===== config.mk =====
export PLATFORM = sky130hd
export DESIGN_NAME = sb_shadow_cfg_xbar
export DESIGN_NICKNAME = d
export VERILOG_FILES = /design/src/rtl/sb_cfg_pkg.sv /design/src/rtl/sb_route_mux2.sv /design/src/rtl/sb_shadow_cfg_xbar.sv
export SDC_FILE = /design/constraint.sdc
export NUM_CORES = 1
export LEC_CHECK = 0
export BUFFER_PORTS_ARGS = -buffer_cell sky130_fd_sc_hd__buf_2
export CORE_MARGIN = 2
export CORE_UTILIZATION = 26
export CTS_CLUSTER_DIAMETER = 50
export DETAILED_ROUTE_END_ITERATION = 6
export PLACE_DENSITY = 0.52
export SLEW_MARGIN = 20
export SYNTH_ARGS = -nofsm -noshare
export SYNTH_HDL_FRONTEND = slang
export SYNTH_SLANG_ARGS = --single-unit

===== constraint.sdc =====
create_clock -name prog_clk -period 2.6 [get_ports prog_clk]
set_input_delay 0 -clock prog_clk [delete_from_list [all_inputs] [get_ports prog_clk]]
set_output_delay 0 -clock prog_clk [all_outputs]
set_load 0.01 [all_outputs]

===== src/rtl/sb_cfg_pkg.sv =====
// Shared select codes, commit FSM states and address-width helper for the corner switch block.
package sb_cfg_pkg;

  localparam logic [1:0] SEL_ZERO = 2'b00;
  localparam logic [1:0] SEL_IN0  = 2'b01;
  localparam logic [1:0] SEL_IN1  = 2'b10;
  localparam logic [1:0] SEL_RSVD = 2'b11;

  typedef enum logic {
    StIdle,
    StCommit
  } state_e;

  // Config address width needed to index all 2*chan_w muxes.
  function automatic int unsigned addr_w(input int unsigned chan_w);
    return $clog2(2 * chan_w);
  endfunction

endpackage


===== src/rtl/sb_route_mux2.sv =====
// Two-input routing mux with 2-bit select and an optional output flop.
module sb_route_mux2
  import sb_cfg_pkg::*;
#(
  parameter bit RegOut = 1'b0
) (
  input  logic       clk_i,
  input  logic       rst_ni,
  input  logic [1:0] sel_i,
  input  logic       in0_i,
  input  logic       in1_i,
  output logic       out_o
);

  logic mux_d;
  logic mux_q;

  // Decode the select; the reserved code drives 0 like SEL_ZERO.
  always_comb begin
    mux_d = 1'b0;
    case (sel_i)
      SEL_IN0:            mux_d = in0_i;
      SEL_IN1:            mux_d = in1_i;
      SEL_ZERO, SEL_RSVD: mux_d = 1'b0;
      default:            mux_d = 1'b0;
    endcase
  end

  // Output stage; left unused (and trimmed) when RegOut is 0.
  always_ff @(posedge clk_i) begin
    if (!rst_ni) begin
      mux_q <= 1'b0;
    end else begin
      mux_q <= mux_d;
    end
  end

  assign out_o = RegOut ? mux_q : mux_d;

endmodule


===== src/rtl/sb_shadow_cfg_xbar.sv =====
// Corner switch block: double-buffered mux selects with a one-entry-per-cycle commit walk.
module sb_shadow_cfg_xbar
  import sb_cfg_pkg::*;
#(
  parameter int unsigned CHAN_W  = 9,
  parameter int unsigned REG_OUT = 0,
  localparam int unsigned ADDR_W = addr_w(CHAN_W)
) (
  input  logic              prog_clk,
  input  logic              prog_rst_n,
  input  logic [CHAN_W-1:0] chany_bottom_in,
  input  logic [CHAN_W-1:0] chanx_left_in,
  input  logic [CHAN_W-1:0] bottom_grid_pin,
  input  logic [CHAN_W-1:0] left_grid_pin,
  input  logic              cfg_wr_en,
  input  logic              cfg_rd_en,
  input  logic              cfg_rd_sel,
  input  logic [ADDR_W-1:0] cfg_addr,
  input  logic [1:0]        cfg_wdata,
  input  logic              cfg_commit,
  output logic [1:0]        cfg_rdata,
  output logic              cfg_rvalid,
  output logic              cfg_busy,
  output logic              cfg_err,
  output logic [CHAN_W-1:0] chany_bottom_out,
  output logic [CHAN_W-1:0] chanx_left_out
);

  localparam int unsigned       N       = 2 * CHAN_W;
  localparam logic [ADDR_W:0]   NumMux  = (ADDR_W + 1)'(N);
  localparam logic [ADDR_W-1:0] LastIdx = ADDR_W'(N - 1);

  state_e            state_q, state_d;
  logic [ADDR_W-1:0] idx_q, idx_d;
  logic [1:0]        shadow_q [N];
  logic [1:0]        active_q [N];
  logic [1:0]        rdata_q, rdata_d;
  logic              rvalid_q;
  logic              err_q, err_d;

  logic busy;
  logic addr_ok;
  logic wr_ok;

  assign busy    = (state_q == StCommit);
  // Extra MSB keeps the compare correct when N is a power of two.
  assign addr_ok = ({1'b0, cfg_addr} < NumMux);
  assign wr_ok   = cfg_wr_en && !busy && addr_ok;

  // Commit walk sequencing.
  always_comb begin
    state_d = state_q;
    idx_d   = idx_q;
    unique case (state_q)
      StIdle: begin
        if (cfg_commit) begin
          state_d = StCommit;
          idx_d   = '0;
        end
      end
      StCommit: begin
        idx_d = idx_q + ADDR_W'(1);
        if (idx_q == LastIdx) begin
          state_d = StIdle;
          idx_d   = '0;
        end
      end
      default: begin
        state_d = StIdle;
        idx_d   = '0;
      end
    endcase
  end

  // Read data (pre-write value) and combined error flag for this cycle's requests.
  always_comb begin
    rdata_d = rdata_q;
    if (cfg_rd_en) begin
      if (!addr_ok) begin
        rdata_d = SEL_ZERO;
      end else if (cfg_rd_sel) begin
        rdata_d = active_q[cfg_addr];
      end else begin
        rdata_d = shadow_q[cfg_addr];
      end
    end
    err_d = (cfg_wr_en && (busy || !addr_ok)) ||
            (cfg_commit && busy) ||
            (cfg_rd_en && !addr_ok);
  end

  // FSM and read-port registers.
  always_ff @(posedge prog_clk) begin
    if (!prog_rst_n) begin
      state_q  <= StIdle;
      idx_q    <= '0;
      rdata_q  <= SEL_ZERO;
      rvalid_q <= 1'b0;
      err_q    <= 1'b0;
    end else begin
      state_q  <= state_d;
      idx_q    <= idx_d;
      rdata_q  <= rdata_d;
      rvalid_q <= cfg_rd_en;
      err_q    <= err_d;
    end
  end

  // Shadow writes in idle; active array takes one shadow entry per walk cycle.
  always_ff @(posedge prog_clk) begin
    if (!prog_rst_n) begin
      for (int unsigned k = 0; k < N; k++) begin
        shadow_q[k] <= SEL_ZERO;
        active_q[k] <= SEL_ZERO;
      end
    end else begin
      if (wr_ok) begin
        shadow_q[cfg_addr] <= cfg_wdata;
      end
      if (busy) begin
        active_q[idx_q] <= shadow_q[idx_q];
      end
    end
  end

  assign cfg_rdata  = rdata_q;
  assign cfg_rvalid = rvalid_q;
  assign cfg_busy   = busy;
  assign cfg_err    = err_q;

  for (genvar i = 0; i < CHAN_W; i++) begin : g_track
    sb_route_mux2 #(
      .RegOut (REG_OUT != 0)
    ) u_bottom_mux (
      .clk_i  (prog_clk),
      .rst_ni (prog_rst_n),
      .sel_i  (active_q[i]),
      .in0_i  (bottom_grid_pin[i]),
      .in1_i  (chanx_left_in[(i + 1) % CHAN_W]),
      .out_o  (chany_bottom_out[i])
    );

    sb_route_mux2 #(
      .RegOut (REG_OUT != 0)
    ) u_left_mux (
      .clk_i  (prog_clk),
      .rst_ni (prog_rst_n),
      .sel_i  (active_q[CHAN_W + i]),
      .in0_i  (chany_bottom_in[(i + CHAN_W - 1) % CHAN_W]),
      .in1_i  (left_grid_pin[i]),
      .out_o  (chanx_left_out[i])
    );
  end

endmodule


[Word-level counts from Yosys, hierarchy flattened]
Memories as Yosys holds them, arrays and structs flattened. A register that Yosys moved wholly into a read port is not among the register bits.
Index checks and enable logic that the tools add are counted.
Storage, ports and cells
  bits in registers: 10
  bits in latches: 0
  memory bits (writable): 72
  memory bits (read-only): 0
  input bits: 49
  output and inout bits: 23
  word-level logic and storage cells: 155
  memories: 2
Operators by class
  $add $sub $neg: 1
  $mul: 0
  div/mod/pow operators: 0
  $lt $le $gt $ge: 1
  equal/unequal tests: 56
  shift-type cells: 0
  multiplexer cells: 41
  bitwise operators: 1
  reduce and logical (&&, ||, !) cells: 48
Memory list
  active_q: words 18, width 2, read ports 19, clocked after Yosys merged registers in 0, write ports 18, RTL line sb_shadow_cfg_xbar.sv:36  | logic [1:0] active_q [N];
  shadow_q: words 18, width 2, read ports 2, clocked after Yosys merged registers in 1, write ports 18, RTL line sb_shadow_cfg_xbar.sv:35  | logic [1:0] shadow_q [N];
Operators by type and width (number)
  == test 2 bit (second input constant): 36
  one-hot mux 1 bit (3 select lines): 18
  OR reduction 2 bit: 20
  == test 2 x 1 -> 1 bit (second input constant): 18
  logical NOT 2 bit: 18
  2-to-1 mux 5 bit: 6
  2-to-1 mux 1 bit: 11
  one-hot mux 5 bit (2 select lines): 1
  2-to-1 mux 2 bit: 4
  adder 5 x 1 -> 5 bit (second input constant): 1
  == test 5 bit (second input constant): 1
  logical AND 1 bit: 5
  < comparator 5 bit (second input constant): 1
  logical OR 1 bit: 3
  logical NOT 1 bit: 2
  != test 2 bit (second input constant): 1
  one-hot mux 1 bit (2 select lines): 1
  inverter 1 bit: 1

[Depth between registers and ports, before layout]
  depth after elaboration: 8
  depth in mapped cells: 9
  depth with buffers taken out: 7

[Modules after synthesis]
Synthesis repeated with hierarchy kept, for this count alone.
Second synthesis, totals
  cell total of the unflattened synthesis: 559
  area total of the unflattened synthesis: 6557.5 µm²
By module, submodules not included
  sb_shadow_cfg_xbar: instances 1, cells each 505, area an instance 6197.2 µm²
  sb_route_mux2: instances 18, cells each 3, area an instance 20.0 µm²

[Worst setup path before layout]
Ideal clock, no wire load.
  kind: flip-flop to flip-flop
  from: register with a tool-made name
  to: memory active_q[17][0] (data pin)
  library setup time: 0.304 ns
  data arrival time: 2.188 ns
  data required time: 2.296 ns
  path slack: 0.108 ns
  stages on the path, launching flop included: 8
  cell sequence: dfxtp_1 clkbuf_1 buf_1 mux4_2 mux4_2 mux2i_4 buf_6 nor2_1
RTL lines (RTL line)
  end: declaration: sb_shadow_cfg_xbar.sv:36

==> impl_metrics.ini <==
[status]
status = complete, no violations

[global_routing]
grt.overflow.total = 0
first_global_vias = 4771
grt_max_degree = 35
grt_pass1_wl_mm = 28.1
antenna_found_initial = 0
grt_util_all_layers_pct = 12.3
gr-usage-met3_pct = 2.86
grt.busiest_layer = met2
use_met1_pct = 16.9
use_met2_pct = 19.8

[sta]
fin_setup_tns_ns = 0
max_freq_mhz = 416
fin_crit_sh_pct = 92.4
setup_viol = 0
setup_slack_ns = 0.197
slew_viol_final = 0
final.setup_skew_ns = 0.00979
whs_ns = 0.0702
rsz0062_at_grt = false
slew_headroom_pct = 39.8
final-hold-violation-count = 0
period_needed_ns = 2.40
worst_pin_slew_ns = 0.900

[worst_setup_path]
crit_path_end_kind = flip-flop
slowest_delay_ns = 0.56
crit_arrival_ns = 2.57
cp.required_ns = 2.77
crit_family = multiplexers
path_class = flip-flop to flip-flop
crit_chain = buf_12 -> mux4_1 -> mux4_2 -> mux2i_4 -> buf_4 -> nor2_1
slowest_stage = mux4_1
worstPathMaxFanout = 17
setup.worst_path.start_class = flip-flop
cp_num_buf_inv = 2

[synth]
ys.flop_type = edfxtp_1
ys_types = 49
syn_area_per_cell_um2 = 12.7
synth_seq_cells = 143
ys_seq_area_share_pct = 55.9
yosys.area_share.adder_pct = 0.338
synthSimpleGateAreaFrac_pct = 14.8
synth_enable_flop_cells = 128
yosys_warnings = 0
async_flop_share_pct = 0
netlist_instances = 582
synth_compound_area_share_pct = 6.03
synth_top_family_by_area = multiplexers
synth-xor-area-share_pct = 0
synth.area.mux_share_pct = 18.2
syn_area_um2 = 7410

[floorplan]
dieArea_um2 = 29900
num_io_pins = 72
row_count = 61
start_util_pct = 26.5
core_area_um2 = 27900
die_x_um = 173
die_h_um = 173

[finish]
area_growth_pct = 19.8
diodes = 0
drive_above_1_share_pct = 25.8
final_util_pct = 31.8
design_area_um2 = 8880
finalNonFillerCells = 1071
fin_nets = 731
mostFrequentLayoutCell = edfxtp_1
fillers = 2878
layout_common_cells = edfxtp_1 (128), nand2_1 (77), nor2_1 (75)

[routing]
wirelength_mm = 18.1
vias = 4986
post-route-drc-count = 0
final_antenna_net_count = 0
first_pass_iters = 5
viasPerCell = 4.66
drt-wirelength-per-cell_um = 16.9
drtIter0Drc = 335

[placement]
io_buffers = 71
post-dp-hpwl_mm = 13.4
place_area_um2 = 8250
finalWeightedCongestion = 0.760
placed_cells = 1033
place_ws_ns = 0.199

[clocking]
clock_sinks = 143
cts_tree = done
cts_resized = 0
ctsHoldBuffers = 6
post_cts_buffers = 0
cts_buffers = 17
cts_root_buf = clkbuf_16
clk_path_buf_depth = 2
h-tree-depth = 4
cts.clk_slew.worst_paths_ns = 0.06
clk-insertion-delay-late_ns = 0.42

[power_and_ir_drop]
ir_worst_vdd_mv = 0.306
fin_total_pwr_mw = 5.51
power.leakage_nw = 3.21
power_density_nw_per_um2 = 621

[hold_path]
hold_path.class = input port to flip-flop
min_from = prog_rst_n

[run]
cap_viol_max_count = 0
path summary, 6_finish.rpt:
kind,depth (start not counted),slack (ns),endpoint
worst max-delay path,6,0.20,active_q[12][0]
worst min-delay path,4,0.07,cfg_busy
worst max register to register,6,0.20,active_q[12][0]
worst min register to register,1,0.54,cfg_busy
cells in the mapped netlist (all sizes together), types with 2 or more instances:
cell | number | share of area, %
a211oi | 3 | 0.30
a21oi | 2 | 0.14
a211o | 2 | 0.24
a22oi | 2 | 0.20
nor3 | 16 | 1.1
or3 | 4 | 0.34
buf | 29 | 3.2
inv | 7 | 0.35
o22ai | 4 | 0.34
a21boi | 3 | 0.30
clkbuf | 23 | 1.2
a221oi | 2 | 0.24
nand2 | 77 | 3.9
mux2 | 5 | 0.76
or2 | 4 | 0.34
nor3b | 2 | 0.20
nand3b | 18 | 1.8
or3b | 3 | 0.35
edfxtp | 128 | 52
o221ai | 3 | 0.35
ha | 2 | 0.34
a31oi | 5 | 0.42
and2 | 13 | 1.1
o211ai | 2 | 0.20
nor2b | 4 | 0.34
o21ai | 40 | 2.7
nand2b | 3 | 0.25
nor2 | 81 | 4.3
mux2i | 20 | 3.0
nand3 | 6 | 0.41
mux4 | 45 | 14
dfxtp | 15 | 4.1
worst register-to-register path, delay by kind of cell, from the launching register on:
family | cells | cell delay, ns
simple gates | 1 | 0.09
flops | 1 | 0.35
buf+inv | 2 | 0.44
mux | 3 | 1.27
cell families (layout without fill, tap and decap cells):
logic type / after synthesis / in the layout
buf+inv: 59 / 143
mux: 70 / 70
fa+ha+maj: 2 / 2
flops: 143 / 143
simple gates: 234 / 234
other cells: 1 / 28
compound gates: 73 / 73
metal layers:
metal | up-vias | wire length, um
met5 | - | 0
met4 | 0 | 161
met3 | 13 | 1010
met2 | 153 | 8570
met1 | 2464 | 8340
li1 | 2356 | -
registers in the layout (all words and copies together), names as in the netlist, named ones only:
register and flops:
cfg_err 1, shadow_q 64, idx_q 5, cfg_rdata 2, cfg_rvalid 1, cfg_busy 1, active_q 64
power breakdown:
group / leakage [nW] / switching (mW) / internal, mW
sequential: 1.40 / 0.0581 / 2.58
combinational: 1.54 / 0.270 / 0.234
clock: 0.271 / 0.958 / 1.41
total: 3.21 / 1.29 / 4.22
area by class of cell:
type	instances	area [um^2]	share of cell area, %
multi-input cells	407	3020	34.0
clock inverters	13	140	1.58
flip-flops and latches	143	4140	46.7
inverters	7	26.3	0.296
repair buffers	104	643	7.24
well taps	378	473	5.33
clock buffers	19	433	4.88
Note: power is estimated with default switching activity, not from simulation.
